### src/rtl/vt_pkg.sv
// Shared types and width defaults for the virtual time generator.
package vt_pkg;

  localparam int unsigned VT_TIME_W_DEF  = 32;
  localparam int unsigned VT_PRESC_W_DEF = 8;
  localparam int unsigned VT_STEP_W_DEF  = 16;
  localparam int unsigned VT_NUM_CMP_DEF = 2;

  typedef enum logic [1:0] {
    VT_IDLE = 2'd0,
    VT_RUN  = 2'd1,
    VT_STEP = 2'd2
  } vt_state_e;

endpackage

### src/rtl/vt_cmp_channel.sv
// One compare channel: one-cycle hit pulse plus a sticky flag where a
// coincident set beats a clear.
module vt_cmp_channel
  import vt_pkg::*;
#(
  parameter int unsigned TIME_SCALE_WIDTH = VT_TIME_W_DEF
) (
  input  logic                        clk,
  input  logic                        rst,
  input  logic                        tick_i,
  input  logic [TIME_SCALE_WIDTH-1:0] time_nxt_i,
  input  logic [TIME_SCALE_WIDTH-1:0] cmp_val_i,
  input  logic                        cmp_en_i,
  input  logic                        cmp_clr_i,
  output logic                        hit_o,
  output logic                        flag_o
);

  logic hit_q, hit_d;
  logic flag_q, flag_d;

  // Compare against the value the counter is about to take.
  always_comb begin
    hit_d  = tick_i && cmp_en_i && (time_nxt_i == cmp_val_i);
    flag_d = flag_q;
    if (hit_d) begin
      flag_d = 1'b1;
    end else if (cmp_clr_i) begin
      flag_d = 1'b0;
    end
  end

  always_ff @(posedge clk or posedge rst) begin
    if (rst) begin
      hit_q  <= 1'b0;
      flag_q <= 1'b0;
    end else begin
      hit_q  <= hit_d;
      flag_q <= flag_d;
    end
  end

  assign hit_o  = hit_q;
  assign flag_o = flag_q;

endmodule

### src/rtl/virtual_time_ctrl.sv
// Emulator virtual time base: run/pause, N-tick stepping, prescaler, load and
// compare channels. Define VT_SNAPSHOT_EN to add the snap_i/snap_o capture port.
module virtual_time_ctrl
  import vt_pkg::*;
#(
  parameter int unsigned TIME_SCALE_WIDTH = VT_TIME_W_DEF,
  parameter int unsigned PRESC_WIDTH      = VT_PRESC_W_DEF,
  parameter int unsigned STEP_WIDTH       = VT_STEP_W_DEF,
  parameter int unsigned NUM_CMP          = VT_NUM_CMP_DEF
) (
  input  logic                                clk,
  input  logic                                rst,
  input  logic                                run_i,
  input  logic                                step_req_i,
  input  logic [STEP_WIDTH-1:0]               step_cnt_i,
  output logic                                step_busy_o,
  input  logic [PRESC_WIDTH-1:0]              presc_i,
  input  logic                                load_i,
  input  logic [TIME_SCALE_WIDTH-1:0]         load_val_i,
  input  logic [NUM_CMP*TIME_SCALE_WIDTH-1:0] cmp_val_i,
  input  logic [NUM_CMP-1:0]                  cmp_en_i,
  input  logic [NUM_CMP-1:0]                  cmp_clr_i,
  output logic [NUM_CMP-1:0]                  cmp_hit_o,
  output logic [NUM_CMP-1:0]                  cmp_flag_o,
  output logic [TIME_SCALE_WIDTH-1:0]         virtual_time_o,
  output logic                                tick_o,
  output logic                                wrap_o
`ifdef VT_SNAPSHOT_EN
  ,
  input  logic                                snap_i,
  output logic [TIME_SCALE_WIDTH-1:0]         snap_o
`endif
);

  vt_state_e                   state_q, state_d;
  logic [PRESC_WIDTH-1:0]      presc_cnt_q, presc_cnt_d;
  logic [STEP_WIDTH-1:0]       step_rem_q, step_rem_d;
  logic [TIME_SCALE_WIDTH-1:0] vt_q, vt_d;
  logic                        tick_q, tick_d;
  logic                        wrap_q, wrap_d;
  logic                        step_busy_q, step_busy_d;
  logic                        adv_c, fire_c, tick_c;

  // Prescaler and counter datapath; a load suppresses any tick this cycle.
  always_comb begin
    adv_c       = ((state_q == VT_RUN) && run_i) || (state_q == VT_STEP);
    fire_c      = adv_c && (presc_cnt_q >= presc_i);
    tick_c      = fire_c && !load_i;
    vt_d        = vt_q;
    presc_cnt_d = presc_cnt_q;
    tick_d      = 1'b0;
    wrap_d      = 1'b0;
    if (load_i) begin
      vt_d        = load_val_i;
      presc_cnt_d = '0;
    end else if (fire_c) begin
      vt_d        = vt_q + TIME_SCALE_WIDTH'(1);
      presc_cnt_d = '0;
      tick_d      = 1'b1;
      wrap_d      = (vt_q == '1);
    end else if (adv_c) begin
      presc_cnt_d = presc_cnt_q + PRESC_WIDTH'(1);
    end
  end

  // Control FSM; run beats a simultaneous step request from IDLE.
  always_comb begin
    state_d    = state_q;
    step_rem_d = step_rem_q;
    unique case (state_q)
      VT_IDLE: begin
        if (run_i) begin
          state_d = VT_RUN;
        end else if (step_req_i && (step_cnt_i != '0)) begin
          state_d    = VT_STEP;
          step_rem_d = step_cnt_i;
        end
      end
      VT_RUN: begin
        if (!run_i) begin
          state_d = VT_IDLE;
        end
      end
      VT_STEP: begin
        if (tick_c) begin
          step_rem_d = step_rem_q - STEP_WIDTH'(1);
          if (step_rem_q == STEP_WIDTH'(1)) begin
            state_d = VT_IDLE;
          end
        end
      end
      default: state_d = VT_IDLE;
    endcase
    step_busy_d = (state_d == VT_STEP);
  end

  always_ff @(posedge clk or posedge rst) begin
    if (rst) begin
      state_q     <= VT_IDLE;
      presc_cnt_q <= '0;
      step_rem_q  <= '0;
      vt_q        <= '0;
      tick_q      <= 1'b0;
      wrap_q      <= 1'b0;
      step_busy_q <= 1'b0;
    end else begin
      state_q     <= state_d;
      presc_cnt_q <= presc_cnt_d;
      step_rem_q  <= step_rem_d;
      vt_q        <= vt_d;
      tick_q      <= tick_d;
      wrap_q      <= wrap_d;
      step_busy_q <= step_busy_d;
    end
  end

  for (genvar k = 0; k < NUM_CMP; k++) begin : g_cmp
    vt_cmp_channel #(
      .TIME_SCALE_WIDTH(TIME_SCALE_WIDTH)
    ) u_cmp (
      .clk       (clk),
      .rst       (rst),
      .tick_i    (tick_c),
      .time_nxt_i(vt_d),
      .cmp_val_i (cmp_val_i[k*TIME_SCALE_WIDTH +: TIME_SCALE_WIDTH]),
      .cmp_en_i  (cmp_en_i[k]),
      .cmp_clr_i (cmp_clr_i[k]),
      .hit_o     (cmp_hit_o[k]),
      .flag_o    (cmp_flag_o[k])
    );
  end

`ifdef VT_SNAPSHOT_EN
  logic [TIME_SCALE_WIDTH-1:0] snap_q, snap_d;

  // Captures the pre-update time, so a coincident tick or load is not seen.
  always_comb begin
    snap_d = snap_q;
    if (snap_i) begin
      snap_d = vt_q;
    end
  end

  always_ff @(posedge clk or posedge rst) begin
    if (rst) begin
      snap_q <= '0;
    end else begin
      snap_q <= snap_d;
    end
  end

  assign snap_o = snap_q;
`endif

  assign virtual_time_o = vt_q;
  assign tick_o         = tick_q;
  assign wrap_o         = wrap_q;
  assign step_busy_o    = step_busy_q;

endmodule

### config.mk
export PLATFORM = sky130hd
export DESIGN_NAME = virtual_time_ctrl
export DESIGN_NICKNAME = d
export VERILOG_FILES = /design/src/rtl/vt_pkg.sv /design/src/rtl/vt_cmp_channel.sv /design/src/rtl/virtual_time_ctrl.sv
export SDC_FILE = /design/constraint.sdc
export NUM_CORES = 1
export LEC_CHECK = 0
export ABC_CLOCK_PERIOD_IN_PS = 4910
export CAP_MARGIN = 20
export CELL_PAD_IN_SITES_DETAIL_PLACEMENT = 1
export CELL_PAD_IN_SITES_GLOBAL_PLACEMENT = 1
export CORE_UTILIZATION = 34
export CTS_BUF_LIST = sky130_fd_sc_hd__clkbuf_4 sky130_fd_sc_hd__clkbuf_8
export DETAILED_ROUTE_END_ITERATION = 6
export PLACE_DENSITY = 0.81
export SETUP_SLACK_MARGIN = 0.2
export SYNTH_ARGS = -nofsm -noshare
export SYNTH_HDL_FRONTEND = slang
export SYNTH_HIERARCHICAL = 1
export SYNTH_SLANG_ARGS = --single-unit
### constraint.sdc
create_clock -name clk -period 4.91 [get_ports clk]
set_clock_uncertainty 0.1 [all_clocks]
set_input_delay 0.491 -clock clk [delete_from_list [all_inputs] [get_ports clk]]
set_output_delay 0.491 -clock clk [all_outputs]
set_load 0.01 [all_outputs]
=== After elaboration in Yosys (flattened, before gate mapping) ===
Index checks and enable logic that the tools add are counted.

* Add/sub/neg operators: 3
* Order comparisons: 1
* Eq/ne operators: 10
* Muxes and demuxes: 23
* Reduce and logical (&&, ||, !) cells: 17

{| class="wikitable"
|+ Operator list
! kind !! number
|-
| $eq 32x32->1 || 2
|-
| $mux 32 || 2
|-
| $mux 16 || 3
|-
| $add 32x1->32 const B || 1
|-
| $eq 32x32->1 const B || 1
|-
| $pmux 16 s2 || 1
|-
| $mux 8 || 3
|-
| $eq 16x1->1 const B || 1
|-
| $reduce_bool 16->1 || 1
|-
| $sub 16x1->16 const B || 1
|-
| $mux 2 || 5
|-
| $add 8x1->8 const B || 1
|-
| $ge 8x8->1 || 1
|-
| $logic_and 1x1->1 || 8
|-
| $mux 1 || 8
|-
| $pmux 2 s3 || 1
|-
| $reduce_bool 2->1 || 3
|-
| $eq 2x2->1 const B || 2
|-
| $ne 2x2->1 const B || 2
|-
| $reduce_and 4->1 || 1
|-
| $reduce_bool 3->1 || 1
|-
| $eq 2x1->1 const B || 1
|-
| $logic_not 2->1 || 1
|-
| $ne 2x1->1 const B || 1
|-
| 2 further kinds || 2
|}

* Bits in registers: 65
* Bits of input ports: 129
* Output and inout bits: 39
* Logic and storage cells: 65

=== Logic depth before layout (Yosys ltp) ===
* Word-level depth: 9
* Gate-level depth with buffers: 13
* Mapped depth without buffers: 11

=== By module ===
Netlist, hierarchy kept.

{| class="wikitable"
|+ By module, submodules not included
! module !! times used !! cells each !! area each (um^2) !! sequential area each (um^2)
|-
| virtual_time_ctrl || 1 || 466 || 3,946.3 || 1,526.5
|-
| vt_cmp_channel || 2 || 49 || 431.7 || 50.0
|}

=== Worst setup path before layout ===
Ideal clock, no wire load.

* Path type: input-to-reg
* Start: input presc_i[6]
* End: register g_cmp[0].u_cmp.flag_q
* Setup time: 0.092 ns
* Data arrival time: 3.517 ns
* Required time: 4.718 ns
* Setup slack: 1.201 ns
* Stages on the path: 13
* Path buffers: 2
* Cells stage by stage: inv_1 > ha_1 > and3_1 > a221o_1 > a32oi_1 > clkbuf_1 > clkbuf_1 > o21ai_0 > a31oi_1 > xnor2_1 > nand4_1 > or4_1 > o31ai_2

* Longest elaborated chain between the ends: 7
* Elaborated cells on any way between the ends: 10
* Classes of those cells: order compare (1); eq/ne (1); mux (3); reduce/logical (5)

{| class="wikitable"
|+ Ends and longest elaborated chain
! element !! line !! source
|-
| start, declared || virtual_time_ctrl.sv:17 || <nowiki>input logic [PRESC_WIDTH-1:0] presc_i,</nowiki>
|-
| $ge 8x8->1 (*) || virtual_time_ctrl.sv:47 || <nowiki>fire_c = adv_c && (presc_cnt_q >= presc_i);</nowiki>
|-
| $logic_and 1x1->1 (*) || virtual_time_ctrl.sv:47 ||
|-
| $mux 32 (*) || virtual_time_ctrl.sv:56 || <nowiki>end else if (fire_c) begin</nowiki>
|-
| $mux 32 (*) || virtual_time_ctrl.sv:53 || <nowiki>if (load_i) begin</nowiki>
|-
| via vt_d[23] || virtual_time_ctrl.sv:38 || <nowiki>logic [TIME_SCALE_WIDTH-1:0] vt_q, vt_d;</nowiki>
|-
| $eq 32x32->1 (*) || vt_cmp_channel.sv:24 || <nowiki>hit_d = tick_i && cmp_en_i && (time_nxt_i == cmp_val_i);</nowiki>
|-
| $logic_and 1x1->1 (*) || vt_cmp_channel.sv:24 ||
|-
| $mux 1 or $reduce_bool 2->1 (tied branches) || -- ||
|-
| end signal, assigned || vt_cmp_channel.sv:39 || <nowiki>flag_q <= flag_d;</nowiki>
|-
| end, declared || vt_cmp_channel.sv:20 || <nowiki>logic flag_q, flag_d;</nowiki>
|}

The timed path passes the listed nets; every way through them passes the cells marked *.
A chain may end at the register's enable or synchronous reset.

=== Worst setup path in the final report ===
* Start: input presc_i[6]
* End: register g_cmp[1].u_cmp.flag_q

* Longest elaborated chain between the ends: 7
* Elaborated cells on any way between the ends: 10
* Classes of those cells: order compare (1); eq/ne (1); mux (3); reduce/logical (5)

{| class="wikitable"
|+ Ends and longest elaborated chain
! element !! line
|-
| $ge 8x8->1 (*) || virtual_time_ctrl.sv:47
|-
| $logic_and 1x1->1 (*) || virtual_time_ctrl.sv:47
|-
| $mux 32 (*) || virtual_time_ctrl.sv:56
|-
| $mux 32 (*) || virtual_time_ctrl.sv:53
|-
| via vt_d[1] || virtual_time_ctrl.sv:38
|-
| $eq 32x32->1 (*) || vt_cmp_channel.sv:24
|-
| $logic_and 1x1->1 (*) || vt_cmp_channel.sv:24
|-
| $mux 1 or $reduce_bool 2->1 (tied branches) || --
|-
| end signal, assigned || vt_cmp_channel.sv:39
|-
| end, declared || vt_cmp_channel.sv:20
|}

Marks and branches as above.

==> reports/metrics.csv <==
stage,metric,value,unit
run_status,status,finished clean,
detailed_routing,Met3 Wirelength,1.384,mm
placed_design,dpl cell area,6693,um2
timing,worst slew margin relative to its limit,25.61,%
clocking,clock network latency to the later pin of the worst-skew pair,0.36,ns
logic_synthesis,Post-synth ARST share,100.0,%
timing,upper clock frequency limit,225.7,MHz
clocking,clk sinks,65,
grt,wire length of the first global-routing pass,29.98,mm
critical_path,register-to-register setup slack,0.65,ns
logic_synthesis,main flop type after synthesis,sky130_fd_sc_hd__dfrtp_1,
clocking,setup fix buffers added after clock tree synthesis,0,
critical_path,Crit path arrival time,4.59,ns
floorplan,height of the chip,120.9,um
logic_synthesis,cell types occupying the most area after synthesis,"sky130_fd_sc_hd__dfrtp_1, sky130_fd_sc_hd__xor2_1, sky130_fd_sc_hd__xnor2_1, sky130_fd_sc_hd__or4_1, sky130_fd_sc_hd__nand3_1",
floorplan,number of placement rows,43,
logic_synthesis,count of yosys warnings during synthesis,6,
logic_synthesis,Synth Register Bits,65,
detailed_routing,Detail Route met2 WL,9.339,mm
clocking,level count of the clock H-tree,3,
timing,unrepaired setup endpoints after global routing,false,
grt,number of antenna violations at the first check in global routing,0,
logic_synthesis,mean area per synthesized cell,8.528,um2
floorplan,die area,14630,um2
timing,Fin Setup TNS,0,ns
final_layout,number of nets in the finished design,867,
final_layout,filler instances,1626,
floorplan,total core area,13830,um2
timing,Worst-Margin Slew,1.112,ns
timing,final hold violation count,0,
clocking,root buf cell,sky130_fd_sc_hd__clkbuf_8,
timing,"Period Utilization, post-route",90.22,%
detailed_routing,Via-to-Cell Ratio,5.876,
final_layout,sequential cell area in the final layout,1627,um2
placed_design,port bufs,167,
floorplan,horizontal die dimension,120.9,um
logic_synthesis,distinct cell type count of the synthesized netlist,53,
pwr,Final Power,0.001935,W
grt,overall global routing resource usage,26.90,%
clocking,number of instances resized during post-cts repair,0,
logic_synthesis,Post-synth EDFFs,0,
final_layout,post-route core utilization,49.96,%
placed_design,placed wire-length estimate after detailed placement,15.23,mm
logic_synthesis,post-synthesis sequential area ratio,33.82,%
timing,Max Transition Viols Final,0,
clocking,Max Buffers Root-to-Sink,2,
grt,vias in the first global route,5551,
detailed_routing,topmost layer with routed signal wires,met4,
detailed_routing,Routed met1 length,8.120,mm
floorplan,number of top-level pins,168,
grt,Overflow after GRT,0,
clocking,Num CTS Buffers,9,
clocking,clock-pin slew on the worst setup and hold paths,0.08,ns
critical_path,startpoint types,input pin,
clocking,number of buffers added to fix hold violations after cts,0,
clocking,CTS tree,built,
critical_path,highest fanout seen on the critical path,21,
critical_path,Crit Path Category,in2reg,
detailed_routing,number of iterations in the first detailed-routing pass,4,
final_layout,ANT cells,0,
run,Max Cap Violations,0,
critical_path,"Data required, critical path",5.07,ns
min_path,min-delay worst type,in2async,
critical_path,cell with the largest stage delay on the worst path,sky130_fd_sc_hd__nor4_1,
detailed_routing,residual antenna-violating net count after detailed routing,0,
timing,clock period minus worst slack,4.430,ns
logic_synthesis,netlist area before placement,4810,um2
pwr,maximum vdd drop,158.8,uV
detailed_routing,number of violations reported at the end of detailed-routing iteration 0,243,
logic_synthesis,cell taking the most area after synthesis,sky130_fd_sc_hd__dfrtp_1,
detailed_routing,via count,5353,
critical_path,type of destination of the critical path,flip-flop,
grt,pin count of the biggest net entering global routing,40,
critical_path,Worst path max stage delay,0.63,ns
detailed_routing,final routed wirelength across all metal layers,19.40,mm
detailed_routing,average wire length per cell after detail routing,21.30,um
final_layout,Syn-to-layout area delta,43.63,%
pwr,leakage power figure,2.562,nW
logic_synthesis,area share of the leading cell type in the synthesized netlist,33.82,%
floorplan,starting density of the core,34.78,%
critical_path,cell breakdown of the critical path,"clkdlybuf4s50_1, inv_1, ha_1, and3_1, a221o_1, a32oi_4, buf_4, mux2i_1, o21ai_0, xor2_1, nor4_1, nand4_1, o31ai_2",
final_layout,fraction of layout instances using a drive strength above 1,6.019,%
logic_synthesis,Syn Inst Count,564,
logic_synthesis,Synth Net Count,705,
final_layout,multi-input logic area,2985,um2
final_layout,final design instance area without fill,6908,um2
detailed_routing,number of remaining DRC errors,0,
placed_design,RD Place Congestion,0.8599,
timing,final setup violation count,0,
pwr,PD cells,280.2,nW/um2
[worst max-delay path, delay by kind of cell]
kind	cells	cell delay (ns)
adders and majority gates	1	0.33
muxes	1	0.23
AOI/OAI and AO/OA	4	1.41
xor gates and xnor gates	1	0.19
and+or+nand+nor	3	1.15
buffers and inverters	3	0.77
[cell type report]
| cell class | instances | share of cell area (%) |
|---|---|---|
| tap | 180 | 3.260 |
| timing repair buffer | 180 | 25.61 |
| inverter | 23 | 1.250 |
| multi-input combinational | 447 | 43.22 |
| sequential | 65 | 23.55 |
| clock inverter | 2 | 0.5072 |
| clock buffer | 14 | 2.608 |
[cells in the mapped netlist, types with 4 or more instances]
cell,n
sky130_fd_sc_hd__dfrtp_1,65
sky130_fd_sc_hd__nand2_1,46
sky130_fd_sc_hd__nor2_1,37
sky130_fd_sc_hd__nand3_1,35
sky130_fd_sc_hd__xor2_1,33
sky130_fd_sc_hd__xnor2_1,32
sky130_fd_sc_hd__or4_1,30
sky130_fd_sc_hd__a31oi_1,26
sky130_fd_sc_hd__clkbuf_1,24
sky130_fd_sc_hd__inv_1,23
sky130_fd_sc_hd__o31ai_1,23
sky130_fd_sc_hd__nand4_1,22
sky130_fd_sc_hd__a21oi_1,18
sky130_fd_sc_hd__nor4_1,17
sky130_fd_sc_hd__nor3_1,14
sky130_fd_sc_hd__ha_1,12
sky130_fd_sc_hd__o21ai_0,12
sky130_fd_sc_hd__o221ai_1,12
sky130_fd_sc_hd__o211ai_1,11
sky130_fd_sc_hd__or3_1,9
sky130_fd_sc_hd__and3_1,7
sky130_fd_sc_hd__and4_1,5
sky130_fd_sc_hd__o21a_1,5
sky130_fd_sc_hd__a22oi_1,4
[registers in the layout (all words and copies together) (netlist names)]
signal / flops
wrap_o: 1
tick_o: 1
step_rem_q: 16
step_busy_o: 1
g_cmp.u_cmp/flag_o: 2
g_cmp.u_cmp/hit_o: 2
virtual_time_o: 32
state_q: 2
presc_cnt_q: 8
[final timing paths]
check / start / end / depth (start not counted)
setup / recovery: presc_i[6] / g_cmp[1].u_cmp/flag_o / 13
hold / removal: rst / g_cmp[0].u_cmp/hit_o / 2
setup reg to reg: presc_cnt_q[6] / g_cmp[1].u_cmp/flag_o / 11
hold reg to reg: state_q[1] / state_q[0] / 1
max in group asynchronous: rst / virtual_time_o[15] / 3
min in group clk: state_q[1] / state_q[0] / 1
[cell families after synthesis]
logic type	synth area share [%]
compound gates	18.63
xor+xnor	11.84
fa+ha+maj	3.122
buf+inv	4.501
flops	33.82
mux	0.6504
simple gates	27.45
[per-stage QoR]
stage	hold slack, ns	cells	setup WS [ns]
after floorplan	0.1322	564	1.201
after global placement	0.3841	895	0.2653
after detailed placement	0.3949	895	0.1348
after CTS	0.2699	911	0.5065
after global routing	0.2808	911	0.3786
final	0.2777	911	0.4802
[power breakdown]
group	total, W	switching, W	internal, W	leakage (nW)
combinational	0.000652	0.000332	0.000321	1.67
clock	0.000510	0.000223	0.000287	0.114
sequential	0.000773	0.000141	0.000632	0.775
total	0.00194	0.000695	0.00124	2.56
[placed cells by master, fill, tap and decap left out, types with 9 or more instances in the layout]
master                              n
sky130_fd_sc_hd__a21oi_1           18
sky130_fd_sc_hd__a31oi_1           26
sky130_fd_sc_hd__buf_4             13
sky130_fd_sc_hd__clkbuf_8          12
sky130_fd_sc_hd__clkdlybuf4s50_1  167
sky130_fd_sc_hd__dfrtp_1           65
sky130_fd_sc_hd__ha_1              12
sky130_fd_sc_hd__inv_1             21
sky130_fd_sc_hd__nand2_1           46
sky130_fd_sc_hd__nand3_1           35
sky130_fd_sc_hd__nand4_1           22
sky130_fd_sc_hd__nor2_1            37
sky130_fd_sc_hd__nor3_1            14
sky130_fd_sc_hd__nor4_1            17
sky130_fd_sc_hd__o211ai_1          11
sky130_fd_sc_hd__o21ai_0           12
sky130_fd_sc_hd__o221ai_1          12
sky130_fd_sc_hd__o31ai_1           23
sky130_fd_sc_hd__or3_1              9
sky130_fd_sc_hd__or4_1             30
sky130_fd_sc_hd__xnor2_1           32
sky130_fd_sc_hd__xor2_1            33
[layer usage]
metal | track usage, % | up-vias
li1 | - | 2468
met1 | 33.83 | 2641
met2 | 45.57 | 214
met3 | 4.511 | 30
met4 | 10.88 | 0
met5 | 0 | -
No activity file was read; power rests on OpenSTA's default activity.
